**config.mk**
```make
export PLATFORM = sky130hd
export DESIGN_NAME = two_way_cache_ctrl
export DESIGN_NICKNAME = d
export VERILOG_FILES = /design/src/rtl/cache_pkg.sv /design/src/rtl/two_way_cache_way.sv /design/src/rtl/two_way_cache_ctrl.sv
export SDC_FILE = /design/constraint.sdc
export NUM_CORES = 2
export LEC_CHECK = 0
export BUFFER_PORTS_ARGS = -buffer_cell sky130_fd_sc_hd__buf_2
export CORE_ASPECT_RATIO = 1.75
export CORE_MARGIN = 2
export CORE_UTILIZATION = 35
export DETAILED_ROUTE_END_ITERATION = 10
export GPL_TIMING_DRIVEN = 0
export SYNTH_ARGS = -nofsm -noshare
export SYNTH_HDL_FRONTEND = slang
export SYNTH_MEMORY_MAX_BITS = 65536
export SYNTH_SLANG_ARGS = --single-unit
```
**constraint.sdc**
```tcl
create_clock -name clk -period 12.2 [get_ports clk]
set_input_delay 1.22 -clock clk [delete_from_list [all_inputs] [get_ports clk]]
set_output_delay 1.22 -clock clk [all_outputs]
set_load 0.02 [all_outputs]
```
**src/rtl/cache_pkg.sv**
```systemverilog
// Shared types for the two-way cache controller: FSM state encoding and the
// default-configuration address split.
package cache_pkg;

    localparam int BYTE_OFF_W    = 2;
    localparam int DEF_ADDR_SIZE = 32;
    localparam int DEF_NUM_SETS  = 16;
    localparam int DEF_WORDS     = 4;
    localparam int DEF_WORD_W    = $clog2(DEF_WORDS);
    localparam int DEF_SET_W     = $clog2(DEF_NUM_SETS);
    localparam int DEF_TAG_W     = DEF_ADDR_SIZE - BYTE_OFF_W - DEF_WORD_W - DEF_SET_W;

    typedef struct packed {
        logic [DEF_TAG_W-1:0]  tag;
        logic [DEF_SET_W-1:0]  set_idx;
        logic [DEF_WORD_W-1:0] word_idx;
        logic [BYTE_OFF_W-1:0] byte_off;
    } addr_split_t;

    typedef enum logic [2:0] {
        IDLE,
        LOOKUP,
        REFILL,
        RESPOND,
        WRITE
    } state_t;

endpackage

```
**src/rtl/two_way_cache_way.sv**
```systemverilog
// One way of the cache: tag, valid and data storage with combinational read
// and synchronous word / tag writes. Only the valid bits are reset.
module two_way_cache_way #(
    parameter int NUM_SETS        = 16,
    parameter int WORDS_PER_BLOCK = 4,
    parameter int TAG_W           = 24,
    parameter int SET_W           = $clog2(NUM_SETS),
    parameter int WORD_W          = $clog2(WORDS_PER_BLOCK)
) (
    input  logic              clk,
    input  logic              rst,
    input  logic [SET_W-1:0]  set_idx,
    input  logic [WORD_W-1:0] rd_word,
    output logic [31:0]       rd_data,
    output logic [TAG_W-1:0]  rd_tag,
    output logic              rd_valid,
    input  logic              word_we,
    input  logic [WORD_W-1:0] wr_word,
    input  logic [31:0]       wr_data,
    input  logic              tag_we,
    input  logic [TAG_W-1:0]  wr_tag,
    input  logic              inv_we
);

    logic [31:0]         data_mem [NUM_SETS][WORDS_PER_BLOCK];
    logic [TAG_W-1:0]    tag_mem  [NUM_SETS];
    logic [NUM_SETS-1:0] valid_q, valid_d;

    assign rd_data  = data_mem[set_idx][rd_word];
    assign rd_tag   = tag_mem[set_idx];
    assign rd_valid = valid_q[set_idx];

    always_comb begin
        valid_d = valid_q;
        if (inv_we) valid_d[set_idx] = 1'b0;
        if (tag_we) valid_d[set_idx] = 1'b1;
    end

    always_ff @(posedge clk) begin
        if (rst) valid_q <= '0;
        else     valid_q <= valid_d;
    end

    always_ff @(posedge clk) begin
        if (word_we) data_mem[set_idx][wr_word] <= wr_data;
        if (tag_we)  tag_mem[set_idx]           <= wr_tag;
    end

endmodule

```
**src/rtl/two_way_cache_ctrl.sv**
```systemverilog
// Two-way set-associative, write-through, no-write-allocate cache controller
// with per-set LRU bit and multi-word line refill over a single-word port.
module two_way_cache_ctrl
    import cache_pkg::*;
#(
    parameter int ADDR_SIZE       = 32,
    parameter int NUM_SETS        = 16,
    parameter int WORDS_PER_BLOCK = 4
) (
    input  logic                 clk,
    input  logic                 rst,
    input  logic                 cpu_req,
    input  logic                 cpu_we,
    input  logic [ADDR_SIZE-1:0] cpu_addr,
    input  logic [31:0]          cpu_wdata,
    output logic                 cpu_ready,
    output logic [31:0]          cpu_rdata,
    output logic                 mem_req,
    output logic                 mem_we,
    output logic [ADDR_SIZE-1:0] mem_addr,
    output logic [31:0]          mem_wdata,
    input  logic                 mem_ready,
    input  logic [31:0]          mem_rdata
);

    localparam int WORD_W  = $clog2(WORDS_PER_BLOCK);
    localparam int SET_W   = $clog2(NUM_SETS);
    localparam int WADDR_W = ADDR_SIZE - BYTE_OFF_W;
    localparam int TAG_W   = WADDR_W - WORD_W - SET_W;

    state_t              state_q, state_d;
    logic [WADDR_W-1:0]  waddr_q, waddr_d;
    logic                we_q, we_d;
    logic [31:0]         wdata_q, wdata_d;
    logic [WORD_W-1:0]   cnt_q, cnt_d;
    logic                victim_q, victim_d;
    logic [NUM_SETS-1:0] lru_q, lru_d;

    logic [TAG_W-1:0]  tag_f;
    logic [SET_W-1:0]  set_f;
    logic [WORD_W-1:0] word_f;
    logic [1:0]        unused_byte_off;

    logic [31:0]       way_rdata [2];
    logic [TAG_W-1:0]  way_tag   [2];
    logic [1:0]        way_valid, word_we, tag_we, inv_we;
    logic [WORD_W-1:0] wr_word;
    logic [31:0]       wr_data;
    logic              hit0, hit1, hit, hit_way, victim_sel;

    assign {tag_f, set_f, word_f} = waddr_q;
    assign unused_byte_off        = cpu_addr[BYTE_OFF_W-1:0];

    for (genvar g = 0; g < 2; g++) begin : g_way
        two_way_cache_way #(
            .NUM_SETS       (NUM_SETS),
            .WORDS_PER_BLOCK(WORDS_PER_BLOCK),
            .TAG_W          (TAG_W),
            .SET_W          (SET_W),
            .WORD_W         (WORD_W)
        ) u_way (
            .clk     (clk),
            .rst     (rst),
            .set_idx (set_f),
            .rd_word (word_f),
            .rd_data (way_rdata[g]),
            .rd_tag  (way_tag[g]),
            .rd_valid(way_valid[g]),
            .word_we (word_we[g]),
            .wr_word (wr_word),
            .wr_data (wr_data),
            .tag_we  (tag_we[g]),
            .wr_tag  (tag_f),
            .inv_we  (inv_we[g])
        );
    end

    // Way 0 has priority should both ways ever match.
    assign hit0       = way_valid[0] && (way_tag[0] == tag_f);
    assign hit1       = way_valid[1] && (way_tag[1] == tag_f) && !hit0;
    assign hit        = hit0 || hit1;
    assign hit_way    = hit1;
    assign victim_sel = !way_valid[0] ? 1'b0 : (!way_valid[1] ? 1'b1 : lru_q[set_f]);

    always_comb begin
        state_d   = state_q;
        waddr_d   = waddr_q;
        we_d      = we_q;
        wdata_d   = wdata_q;
        cnt_d     = cnt_q;
        victim_d  = victim_q;
        lru_d     = lru_q;
        word_we   = '0;
        tag_we    = '0;
        inv_we    = '0;
        wr_word   = word_f;
        wr_data   = wdata_q;
        cpu_ready = 1'b0;
        cpu_rdata = '0;
        mem_req   = 1'b0;
        mem_we    = 1'b0;
        mem_addr  = '0;
        mem_wdata = '0;
        unique case (state_q)
            IDLE: begin
                if (cpu_req) begin
                    waddr_d = cpu_addr[ADDR_SIZE-1:BYTE_OFF_W];
                    we_d    = cpu_we;
                    wdata_d = cpu_wdata;
                    state_d = LOOKUP;
                end
            end
            LOOKUP: begin
                if (we_q) begin
                    // Write-through: update a hit line, never allocate on miss.
                    if (hit) begin
                        word_we[hit_way] = 1'b1;
                        lru_d[set_f]     = ~hit_way;
                    end
                    state_d = WRITE;
                end else if (hit) begin
                    cpu_ready    = 1'b1;
                    cpu_rdata    = way_rdata[hit_way];
                    lru_d[set_f] = ~hit_way;
                    state_d      = IDLE;
                end else begin
                    victim_d           = victim_sel;
                    inv_we[victim_sel] = 1'b1;
                    cnt_d              = '0;
                    state_d            = REFILL;
                end
            end
            REFILL: begin
                mem_req  = 1'b1;
                mem_addr = {tag_f, set_f, cnt_q, 2'b00};
                if (mem_ready) begin
                    word_we[victim_q] = 1'b1;
                    wr_word           = cnt_q;
                    wr_data           = mem_rdata;
                    cnt_d             = cnt_q + 1'b1;
                    if (&cnt_q) begin
                        tag_we[victim_q] = 1'b1;
                        lru_d[set_f]     = ~victim_q;
                        state_d          = RESPOND;
                    end
                end
            end
            RESPOND: begin
                cpu_ready = 1'b1;
                cpu_rdata = way_rdata[victim_q];
                state_d   = IDLE;
            end
            WRITE: begin
                mem_req   = 1'b1;
                mem_we    = 1'b1;
                mem_addr  = {waddr_q, 2'b00};
                mem_wdata = wdata_q;
                if (mem_ready) begin
                    cpu_ready = 1'b1;
                    state_d   = IDLE;
                end
            end
            default: state_d = IDLE;
        endcase
    end

    always_ff @(posedge clk) begin
        if (rst) begin
            state_q <= IDLE;
            cnt_q   <= '0;
            lru_q   <= '0;
        end else begin
            state_q <= state_d;
            cnt_q   <= cnt_d;
            lru_q   <= lru_d;
        end
    end

    always_ff @(posedge clk) begin
        waddr_q  <= waddr_d;
        we_q     <= we_d;
        wdata_q  <= wdata_d;
        victim_q <= victim_d;
    end

endmodule

```
==> flow_metrics.env <==
export IMPL_slew_limit_headroom_pct=-3.93
export IMPL_drt_initial_drc_count=11535
export IMPL_finalWirelength_um=591000
export IMPL_finalInstanceArea_um2=225000
export IMPL_layout_cells_non_filler=16922
export IMPL_nFillCells=47093
export IMPL_area_delta_synth_final_pct=17.0
export IMPL_rsz0062_at_grt="no"
export IMPL_p_leak_uw=0.0692
export IMPL_synth_area_leaders="edfxtp_1 (77%), mux4_2 (17%), mux2i_1 (0.73%), dfxtp_1 (0.59%), nor2_1 (0.42%)"
export IMPL_async_reset_ff_share_pct=0
export IMPL_io_buffers=195
export IMPL_syn_area_per_cell_um2=23.7
export IMPL_holdPathStages=1
export IMPL_nNetsFinal=9253
export IMPL_setup_ws_ns=2.10
export IMPL_fin_tns_setup_ns=0
export IMPL_hold_violations=0
export IMPL_postSynthCellCount=8114
export IMPL_fin_crit_sh_pct=82.8
export IMPL_comb_power_share_pct=10.7
export IMPL_slew_viol_final=31
export IMPL_violations="capacitance limit, slew limit"
export IMPL_synth_top_cell_area_share_pct=77.0
export IMPL_fp_coreArea_um2=548000
export IMPL_critPathLaunchType="flop"
export IMPL_p_int_uw=28100
export IMPL_powerDensity_nw_per_um2=165
export IMPL_viasPerCell=5.52
export IMPL_cts_path_max_buffers=4
export IMPL_die_width_um=564
export IMPL_min_to="waddr_q[23]"
export IMPL_fin_skew_ns=0.123
export IMPL_power_frac_seq_pct=51.4
export IMPL_gr_usage_all_layers_pct=21.0
export IMPL_finalSetupViolations=0
export IMPL_drive_gt1_share_pct=33.0
export IMPL_placed_area_um2=210000
export IMPL_synth_edf_count=4928
export IMPL_synth_ff_type="edfxtp_1"
export IMPL_crit_path_end_kind="output port"
export IMPL_ant_nets=0
export IMPL_die_h_um=984
export IMPL_antenna_found_initial=70
export IMPL_cp_required_ns=10.98
export IMPL_pre_cts_ws_ns=3.43
export IMPL_r2r_setup_slack_ns=4.29
export IMPL_ys_types=72
export IMPL_hpwl_um=424000
export IMPL_drcViolationCount=0
export IMPL_criticalPathCategory="reg2out"
export IMPL_die_area_um2=555000
export IMPL_period_minus_slack_ns=10.10
export IMPL_clockPowerShare_pct=37.9
export IMPL_yosysSeqAreaShare_pct=77.6
export IMPL_worstMarginPinSlew_ns=1.56
export IMPL_reg2reg_to="g_way[0].u_way.data_mem[11][84]"
export IMPL_outcome="finished, violations left"
export IMPL_yosys_top_cells_count="edfxtp_1 (4928), mux4_2 (1482), nor2_1 (213)"
export IMPL_cp_arrival_ns=8.88
export IMPL_grt_overflow=0
export IMPL_clk_latency_ns=1.08
export IMPL_synth_top_cell_by_area="edfxtp_1"
export IMPL_synth_most_common_cell="edfxtp_1"
export IMPL_cts_resized_gates=0
export IMPL_power_switching_uw=9020
export IMPL_num_rows=360
export IMPL_cts_tree="yes"
export IMPL_grt_pass1_wl_um=796000
export IMPL_clock_fmax_mhz=99.0
export IMPL_yosys_warnings=0
export IMPL_cap_viol_max_count=4
export IMPL_wl_per_cell_um=35.0
export IMPL_swShare_pct=24.3
export IMPL_clkTransAtPathRegs_ns=0.06
export IMPL_gp_congestion=0.987
export IMPL_grt_pass1_vias=96269
export IMPL_cts_buffers=447
export IMPL_vias=93381
export IMPL_clock_root_buffer="clkbuf_16"
export IMPL_vdd_drop_max_mv=0.128
export IMPL_cts_num_sinks=4985
export IMPL_post_cts_setup_buffers=0
export IMPL_hold_buffers=0
export IMPL_ios=200
export IMPL_first_pass_iters=8
export IMPL_hp_class="in2reg"
export IMPL_worstHoldStart="cpu_addr[25]"
export IMPL_yosys_register_bits=4985
export IMPL_worstPathMaxFanout=10
export IMPL_initial_utilization_pct=35.1
export IMPL_grt_max_degree=92
export IMPL_ff2ff_path_depth=15
export IMPL_dp_cells=15935
export IMPL_htreeDepth=5
export IMPL_netlist_area_um2=192000
## worst max path at each step
stage	slack [ns]	from	depth (start not counted)	end
2_1_floorplan	5.58	cpu_req	3	flop
3_3_place_gp	0.31	cpu_req	4	flop
3_5_place_dp	3.43	flop	15	cpu_rdata[20]
4_1_cts	2.30	flop	15	cpu_rdata[20]
5_1_grt	2.25	flop	15	cpu_rdata[12]
6_report	2.10	flop	15	cpu_rdata[23]
## cells by family (layout without fill, tap and decap cells)
| family | Yosys count | in the layout | share of synthesized area [%] |
|---|---|---|---|
| other cells | 1 | 155 | 0.00195 |
| xor+xnor | 53 | 53 | 0.241 |
| fa+ha+maj | 1 | 1 | 0.00651 |
| flops | 4985 | 4985 | 77.6 |
| simple gates | 650 | 650 | 1.58 |
| mux | 1685 | 1685 | 18.5 |
| buf+inv | 476 | 1890 | 1.13 |
| compound gates | 263 | 263 | 0.994 |
## flip-flops by register name (all words and copies together) (netlist names), named ones only
| signal | count |
|---|---|
| g_way.u_way.data_mem | 4096 |
| cnt_q | 2 |
| victim_q | 1 |
| state_q | 3 |
| g_way.u_way.tag_mem | 768 |
| g_way.u_way.valid_q | 3 |
| lru_q | 16 |
| we_q | 1 |
| waddr_q | 30 |
| wdata_q | 32 |
## layer usage
layer | vias up | wire length, um | part of all wire (%) | GRT usage, %
met2 | 4379 | 313000 | 53 | 37.6
met4 | 4 | 53100 | 9.0 | 16.6
li1 | 37081 | - | - | -
met5 | - | 31 | 0.0052 | 0
met3 | 1266 | 37100 | 6.3 | 3.08
met1 | 50651 | 189000 | 32 | 21.9
## critical path, stage by stage, from the launching register on
cell       delay (ns)
dfxtp_1          0.31
buf_4            0.17
buf_4            0.31
buf_4            0.41
buf_4            0.42
buf_2            0.45
buf_2            0.61
buf_2            0.77
clkbuf_1         1.15
buf_2            0.57
mux4_2           0.72
mux2i_1          0.48
nor2_1           0.13
a21oi_1          0.67
o2bb2ai_1        0.31
buf_2            0.24
## cell usage in the layout, fill, tap and decap left out, drive strengths merged, types with 32 or more instances in the layout
cell type | Yosys | layout
edfxtp | 4928 | 4928
mux4 | 1482 | 1482
buf | 251 | 838
clkbuf | 209 | 755
clkinv | 2 | 214
nor2 | 213 | 213
nand2 | 184 | 184
diode | 0 | 153
mux2i | 140 | 140
mux2 | 63 | 63
nor3 | 58 | 58
dfxtp | 57 | 57
and2 | 56 | 56
a21oi | 49 | 49
bufinv | 0 | 41
xnor2 | 35 | 35
nand3 | 34 | 34
nor3b | 32 | 32
## layout make-up
class | instances | area (um2) | area share (%)
sequential | 4985 | 149000 | 66.3
tap | 7240 | 9060 | 4.03
clock buffer | 546 | 11600 | 5.17
multi-input combinational | 2654 | 42200 | 18.8
antenna | 153 | 383 | 0.170
timing repair buffer | 587 | 7500 | 3.34
clock inverter | 281 | 2730 | 1.21
inverter | 16 | 60.1 | 0.0267
buffer | 460 | 2150 | 0.955
## power by group through the flow
| stage | Clock, uW | Sequential (uW) | Combinational (uW) |
|---|---|---|---|
| 2_1_floorplan | 0 | 19500 | 2100 |
| 3_3_place_gp | 0 | 19600 | 3750 |
| 3_5_place_dp | 0 | 19400 | 3950 |
| 4_1_cts | 14200 | 19100 | 3960 |
| 5_1_grt | 14800 | 19100 | 4040 |
| 6_report | 14100 | 19100 | 3990 |
## through the flow
stage          power [uW]  utilization (%)  hold WS, ns
6_report            37100             41.0        0.365
5_1_grt             37900             41.0        0.322
4_1_cts             37300             40.9        0.288
3_5_place_dp        23400             38.3        0.491
3_3_place_gp        23400             36.9        0.482
2_1_floorplan       21600                -        0.467
Power figures use the tool's default switching activity.
